### src/rtl/alu_pkg.sv
// Shared ALU definitions: opcode encodings, status bit positions and default datapath width.
package alu_pkg;

  localparam int ALU_W = 16;

  localparam logic [1:0] ALU_ADD = 2'b00;
  localparam logic [1:0] ALU_SUB = 2'b01;
  localparam logic [1:0] ALU_AND = 2'b10;
  localparam logic [1:0] ALU_NOT = 2'b11;

  localparam int STAT_N = 2;
  localparam int STAT_V = 1;
  localparam int STAT_Z = 0;

endpackage

### src/rtl/alu_flag_gen.sv
// Combinational {N,V,Z} flag generation from the ALU result sign, zero flag, operand signs and opcode.
module alu_flag_gen
  import alu_pkg::*;
(
  input  logic       alu_msb,
  input  logic       alu_z,
  input  logic       ain_msb,
  input  logic       bin_msb,
  input  logic [1:0] aluop,
  output logic [2:0] flags
);

  logic v_s;

  // Signed overflow exists only for the arithmetic opcodes.
  always_comb begin
    v_s = 1'b0;
    case (aluop)
      ALU_ADD: v_s = (ain_msb == bin_msb) && (alu_msb != ain_msb);
      ALU_SUB: v_s = (ain_msb != bin_msb) && (alu_msb != ain_msb);
      ALU_AND: v_s = 1'b0;
      ALU_NOT: v_s = 1'b0;
      default: v_s = 1'b0;
    endcase
  end

  // Pack the flags into the architectural {N,V,Z} layout.
  always_comb begin
    flags         = 3'b000;
    flags[STAT_N] = alu_msb;
    flags[STAT_V] = v_s;
    flags[STAT_Z] = alu_z;
  end

endmodule

### src/rtl/alu_status_stage.sv
// ALU result/status stage: status register plus a DEPTH-entry result FIFO toward writeback.
// Optional macro ALU_STATUS_BYPASS_EN adds a 0-cycle empty-FIFO bypass path.
module alu_status_stage
  import alu_pkg::*;
#(
  parameter int W     = ALU_W,
  parameter int DEPTH = 2
) (
  input  logic         clk,
  input  logic         reset_n,
  input  logic         in_valid,
  output logic         in_ready,
  input  logic [W-1:0] alu_out,
  input  logic         alu_z,
  input  logic         ain_msb,
  input  logic         bin_msb,
  input  logic [1:0]   aluop,
  input  logic         loads,
  output logic         out_valid,
  input  logic         out_ready,
  output logic [W-1:0] c_out,
  output logic [2:0]   status
);

  localparam int PW = (DEPTH > 1) ? $clog2(DEPTH) : 1;
  localparam logic [PW-1:0] PTR_ONE  = PW'(1);
  localparam logic [PW:0]   CNT_ZERO = (PW + 1)'(0);
  localparam logic [PW:0]   CNT_ONE  = (PW + 1)'(1);
  localparam logic [PW:0]   FULL_CNT = (PW + 1)'(DEPTH);

  logic [W-1:0]  mem_r [DEPTH];
  logic [PW-1:0] wr_ptr_r;
  logic [PW-1:0] rd_ptr_r;
  logic [PW-1:0] rd_ptr_nxt_s;
  logic [PW:0]   count_r;
  logic [PW:0]   count_nxt_s;
  logic [PW:0]   remain_s;
  logic          in_ready_r;
  logic          out_valid_r;
  logic [W-1:0]  c_out_r;
  logic [W-1:0]  head_nxt_s;
  logic [2:0]    status_r;
  logic [2:0]    flags_s;
  logic          accept_s;
  logic          push_s;
  logic          pop_s;
  logic          byp_take_s;

  alu_flag_gen u_flag_gen (
    .alu_msb (alu_out[W-1]),
    .alu_z   (alu_z),
    .ain_msb (ain_msb),
    .bin_msb (bin_msb),
    .aluop   (aluop),
    .flags   (flags_s)
  );

  assign accept_s = in_valid & in_ready_r;
  assign pop_s    = out_valid_r & out_ready;

`ifdef ALU_STATUS_BYPASS_EN
  logic byp_s;
  // An accept into an empty FIFO is presented directly; if taken now it never enters storage.
  assign byp_s      = accept_s & (count_r == CNT_ZERO);
  assign byp_take_s = byp_s & out_ready;
  assign out_valid  = out_valid_r | byp_s;
  assign c_out      = byp_s ? alu_out : c_out_r;
`else
  assign byp_take_s = 1'b0;
  assign out_valid  = out_valid_r;
  assign c_out      = c_out_r;
`endif

  assign push_s   = accept_s & ~byp_take_s;
  assign in_ready = in_ready_r;
  assign status   = status_r;

  // Next pointer/count and the value that becomes the registered head after this edge.
  always_comb begin
    rd_ptr_nxt_s = rd_ptr_r;
    remain_s     = count_r;
    head_nxt_s   = c_out_r;
    if (pop_s) begin
      rd_ptr_nxt_s = rd_ptr_r + PTR_ONE;
      remain_s     = count_r - CNT_ONE;
    end else begin
      rd_ptr_nxt_s = rd_ptr_r;
      remain_s     = count_r;
    end
    count_nxt_s = remain_s + (push_s ? CNT_ONE : CNT_ZERO);
    // Older entries stay ahead of the new push; an emptied FIFO keeps the last popped value.
    if (remain_s != CNT_ZERO) begin
      head_nxt_s = mem_r[rd_ptr_nxt_s];
    end else if (push_s || byp_take_s) begin
      head_nxt_s = alu_out;
    end else begin
      head_nxt_s = c_out_r;
    end
  end

  // Result storage; contents are meaningless unless covered by the count.
  always_ff @(posedge clk) begin
    if (push_s) begin
      mem_r[wr_ptr_r] <= alu_out;
    end
  end

  // Pointers, occupancy, registered handshake outputs and the status register.
  always_ff @(posedge clk or negedge reset_n) begin
    if (!reset_n) begin
      wr_ptr_r    <= {PW{1'b0}};
      rd_ptr_r    <= {PW{1'b0}};
      count_r     <= CNT_ZERO;
      in_ready_r  <= 1'b0;
      out_valid_r <= 1'b0;
      c_out_r     <= {W{1'b0}};
      status_r    <= 3'b000;
    end else begin
      if (push_s) begin
        wr_ptr_r <= wr_ptr_r + PTR_ONE;
      end
      rd_ptr_r    <= rd_ptr_nxt_s;
      count_r     <= count_nxt_s;
      in_ready_r  <= (count_nxt_s != FULL_CNT);
      out_valid_r <= (count_nxt_s != CNT_ZERO);
      c_out_r     <= head_nxt_s;
      if (accept_s && loads) begin
        status_r <= flags_s;
      end
    end
  end

endmodule

### config.mk
export PLATFORM = sky130hd
export DESIGN_NAME = alu_status_stage
export DESIGN_NICKNAME = d
export VERILOG_FILES = /design/src/rtl/alu_pkg.sv /design/src/rtl/alu_flag_gen.sv /design/src/rtl/alu_status_stage.sv
export SDC_FILE = /design/constraint.sdc
export NUM_CORES = 1
export LEC_CHECK = 0
export CAP_MARGIN = 20
export CORE_MARGIN = 2
export CORE_UTILIZATION = 40
export CTS_BUF_LIST = sky130_fd_sc_hd__clkbuf_8
export DETAILED_ROUTE_END_ITERATION = 8
export SETUP_SLACK_MARGIN = 0.15
export SYNTH_ARGS = -nofsm -noshare
export SYNTH_HDL_FRONTEND = slang
export SYNTH_HIERARCHICAL = 1
export SYNTH_SLANG_ARGS = --single-unit
### constraint.sdc
create_clock -name clk -period 3.75 [get_ports clk]
set_input_delay 1.125 -clock clk [delete_from_list [all_inputs] [get_ports clk]]
set_output_delay 1.125 -clock clk [all_outputs]
set_load 0.05 [all_outputs]
# --- Word-level counts from Yosys, hierarchy flattened ---
# Memories as Yosys holds them, arrays and structs flattened.
# Cells that the tools add are included.
totals:
  ff_bits: 25
  n_memories: 1
  ram_bits: 32
  out_inout_bits: 21
  in_bits: 26
  wordCells: 37
op_classes:
  n_reduce_logical: 8
  n_bitwise: 2
  n_eq_ne: 7
  add_sub_neg: 4
  mux: 8
memory_table:
  columns: ["name", "words", "word_bits", "rd", "rd_clocked_by_memory_dff", "write_ports", "line", "rtl"]
  rows:
  - ["mem_r", 2, 16, 1, 0, 1, "alu_status_stage.sv:31", "logic [W-1:0] mem_r [DEPTH];"]
ops:
  columns: ["op", "count"]
  rows:
  - ["16-bit 2-to-1 mux", 2]
  - ["2-bit nonzero test", 3]
  - ["2-bit == test (second input constant)", 2]
  - ["1-bit 2-to-1 mux", 4]
  - ["1-bit logical AND", 3]
  - ["1-bit case mux with 3 select lines", 1]
  - ["1-bit adder (second input constant)", 2]
  - ["2-bit by 1-bit adder with 2-bit output", 1]
  - ["1-bit AND", 2]
  - ["2-bit by 1-bit == test with 1-bit output (second input constant)", 1]
  - ["2-bit zero test", 1]
  - ["2-bit 2-to-1 mux", 1]
  - ["1-bit != test", 2]
  - ["2-bit != test (second input constant)", 1]
  - ["2-bit OR reduction", 1]
  - ["2-bit by 1-bit subtractor with 2-bit output (second input constant)", 1]
  - ["1-bit == test", 1]

# --- Logic depth before layout (Yosys ltp) ---
logic_depth:
  depth_word: 4
  mapped_depth: 6

# --- Cells and area by module ---
# The synthesis kept the hierarchy.
modules_own_cells:
  columns: ["mod", "cells_per_inst", "seq_area_each_um2", "instances", "area_per_inst_um2"]
  rows:
  - ["alu_status_stage", 129, 1586.5, 1, 2277.2]
  - ["alu_flag_gen", 7, 0.0, 1, 57.6]

# --- Worst setup path before layout ---
# OpenSTA, ideal clock, no wires.
synth_timing:
  path_type: "input -> register"
  start: "input port in_valid"
  end: "memory mem_r[0][0] (netlist bit), enable pin"
  t_arrival_ns: 2.268
  slack_ns: 1.094
  path_buffers: 1
  cell_stages: 3
  path_cell_list: "nand2_2 -> buf_2 -> nor2_1"
synth_between:
  elab_chain_cells: 3
synth_rtl:
  columns: ["item", "line", "rtl"]
  rows:
  - ["from (decl)", "alu_status_stage.sv:11", "input logic in_valid,"]
  - ["1-bit AND", "alu_status_stage.sv:58", "assign accept_s = in_valid & in_ready_r;"]
  - ["1-bit 2-to-1 mux", "alu_status_stage.sv:103", "if (push_s) begin"]
  - ["1-bit 2-to-1 mux (not written as such)", "alu_status_stage.sv:104", "mem_r[wr_ptr_r] <= alu_out;"]
  - ["to (decl)", "alu_status_stage.sv:31", null]
# No other way between the ends.

# --- Final worst setup path ---
layout_timing:
  start: "register in_ready_r (netlist: in_ready)"
  end: "output port in_ready"
layout_rtl:
  columns: ["item", "line", "rtl"]
  rows:
  - ["from (decl)", "alu_status_stage.sv:38", "logic in_ready_r;"]
  - ["from (signal assigned)", "alu_status_stage.sv:124", "in_ready_r <= (count_nxt_s != FULL_CNT);"]
  - ["to (decl)", "alu_status_stage.sv:12", "output logic in_ready,"]
# No word-level cell between the ends.

==> flow_metrics.tcl <==
set metrics [dict create \
    maxSlewViolCount 0 \
    place.gp.congestion 0.745 \
    powerDensity_mw_per_mm2 900 \
    synth_seq_cells 57 \
    grt_pass1_wl_microns 6740 \
    cts_resized 0 \
    worst-path-max-fanout 3 \
    vias 1282 \
    p_leak_nw 1.25 \
    status "complete, no violations" \
    hold_viol 0 \
    die_w_microns 80.4 \
    drtAntennaViolNets 0 \
    worst_path_largest_cell_delay_ps 840 \
    cts_hold_buffers 0 \
    cts_setup_buffers 0 \
    met3_usage 0.0652 \
    synth_cells 136 \
    rsz0062_at_grt "false" \
    first_global_vias 1302 \
    fin_nets 219 \
    crit_slowest_cell "clkdlybuf4s50_1" \
    hpwlAfterDp_microns 2880 \
    portBuffers 46 \
    use_met1 0.197 \
    period_minus_slack_ps 2700 \
    core_area_sq_mm 0.00557 \
    cts_buffer_depth 2 \
    routed_wl_microns 4250 \
    worstPathCellList "clkdlybuf4s50_1" \
    fp.dieH_microns 80.4 \
    clock_skew_ps 9.03 \
    final_cell_mix "mux2i_1 (48), clkdlybuf4s50_1 (46), edfxtp_1 (32)" \
    antennaDiodeCount 0 \
    num_rows 27 \
    synth_area_sq_mm 0.00233 \
    tritoncts "done" \
    final_common_cell "mux2i_1" \
    synthesis.nets 163 \
    grtUsageMet2 0.223 \
    tns_ps 0 \
    cts.clk_slew.worst_paths_ps 70 \
    peakVddDrop_v 0.000448 \
    finalCritPeriodShare 0.721 \
    cap_violations 0 \
    busiest_layer "met2" \
    drt_iter0_markers 61 \
    grt_util_all_layers 0.152 \
    cp.required_ps 2620 \
    cts_max_level 3 \
    setup_viol 0 \
    syn_to_final_growth_pct 29.4 \
    route.detailed.drc 0 \
    slew_headroom 0.559 \
    io_pins 47 \
    numCtsBuffers 9 \
    synthDistinctLibCells 22 \
    viasPerCell 4.77 \
    path_buf_inv 1 \
    drive_above_1_share 0.137 \
    crit_arrival_ps 1580 \
    worstMarginPinSlew_ps 660 \
    cp-end-kind "primary output" \
    hold_class "flip-flop to flip-flop" \
    yosysWarningCount 6 \
    clock_latency_ps 320 \
    path_class "flip-flop to primary output" \
    wl_per_cell_microns 15.8 \
    antenna_found_initial 0 \
    syn_avg_cell_area_sq_um 17.2 \
    first_pass_iters 4 \
    start_kind "flip-flop" \
    synth_seq_area_share 0.680 \
    fmax_mhz 370 \
    gr-total-overflow 0 \
    fp.dieArea_sq_mm 0.00646 \
    clock_sinks 57 \
    rrSetupSlack_ps 1990 \
    grt_max_degree 26 \
    initial_core_util 0.419 \
    total_power_mw 2.72 \
    critPathTopFamily "buffers and inverters" \
    clock-root-buffer "clkbuf_8" \
]
flip-flops by register name, summed over array words and instances (netlist names):
register   flops
mem_r         32
c_out         16
status         3
count_r        2
in_ready       1
out_valid      1
rd_ptr_r       1
wr_ptr_r       1
report_power, final:
group	leakage [nW]	switching, mW	internal (mW)
clock	0.0963	0.223	0.227
sequential	0.588	0.104	0.888
combinational	0.564	0.773	0.505
per-layer routing:
metal / share of wire / wire length, microns
met5: 0 / 0
met4: 0.017 / 74
met3: 0.058 / 248
met2: 0.47 / 2000
met1: 0.45 / 1930
cell usage after synthesis:
cell	number	share of area
and3_1	1	0.0027
buf_12	1	0.0086
buf_2	1	0.0021
buf_4	3	0.0096
buf_6	1	0.0048
dfrtp_1	25	0.27
edfxtp_1	32	0.41
ha_1	1	0.0054
inv_1	3	0.0048
mux2_1	1	0.0048
mux2_2	3	0.014
mux2i_1	48	0.21
nand2_1	1	0.0016
nand2_2	2	0.0054
nand2b_1	1	0.0027
nor2_1	2	0.0032
nor2_4	1	0.0048
nor3b_1	2	0.0064
or2_2	1	0.0027
xnor2_1	4	0.015
xor2_1	1	0.0038
xor2_4	1	0.012
cell families (layout without fill, tap and decap cells):
family	count (synthesis)	in the layout	share of synthesized area
adders and majority gates	1	1	0.00536
buffers and inverters	9	70	0.0300
DFF	57	57	0.680
muxes	52	52	0.225
and+or+nand+nor	11	11	0.0295
xor gates and xnor gates	6	6	0.0305
per-stage QoR:
step	cell area [sq um]	std cells	hold WS, ps	worst slack (ps)	utilization
floorplan	2330	136	461	1090	-
global placement	2870	253	490	860	0.514
detailed placement	2870	253	500	779	0.514
CTS	3020	269	516	1030	0.542
global route	3020	269	535	998	0.542
finish	3020	269	512	1050	0.542
layout make-up:
| type | count | area, sq um |
|---|---|---|
| clock buffer | 9 | 124 |
| sequential | 57 | 1590 |
| multi-input combinational | 70 | 681 |
| clock inverter | 7 | 31.3 |
| inverter | 3 | 11.3 |
| fill | 483 | 2550 |
| tap | 72 | 90.1 |
| timing repair buffer | 51 | 498 |
path summary, 6_finish.rpt:
| path | cells after the start | endpoint | startpoint |
|---|---|---|---|
| max in group asynchronous | 2 | c_out[2] | reset_n |
| worst min register to register | 1 | status[2] | status[2] |
| worst max-delay path | 1 | in_ready | in_ready |
| min in group asynchronous | 2 | status[0] | reset_n |
| worst max register to register | 6 | in_ready | out_valid |
| worst min-delay path | 1 | status[2] | status[2] |
Note: power is estimated with default switching activity, not from simulation.
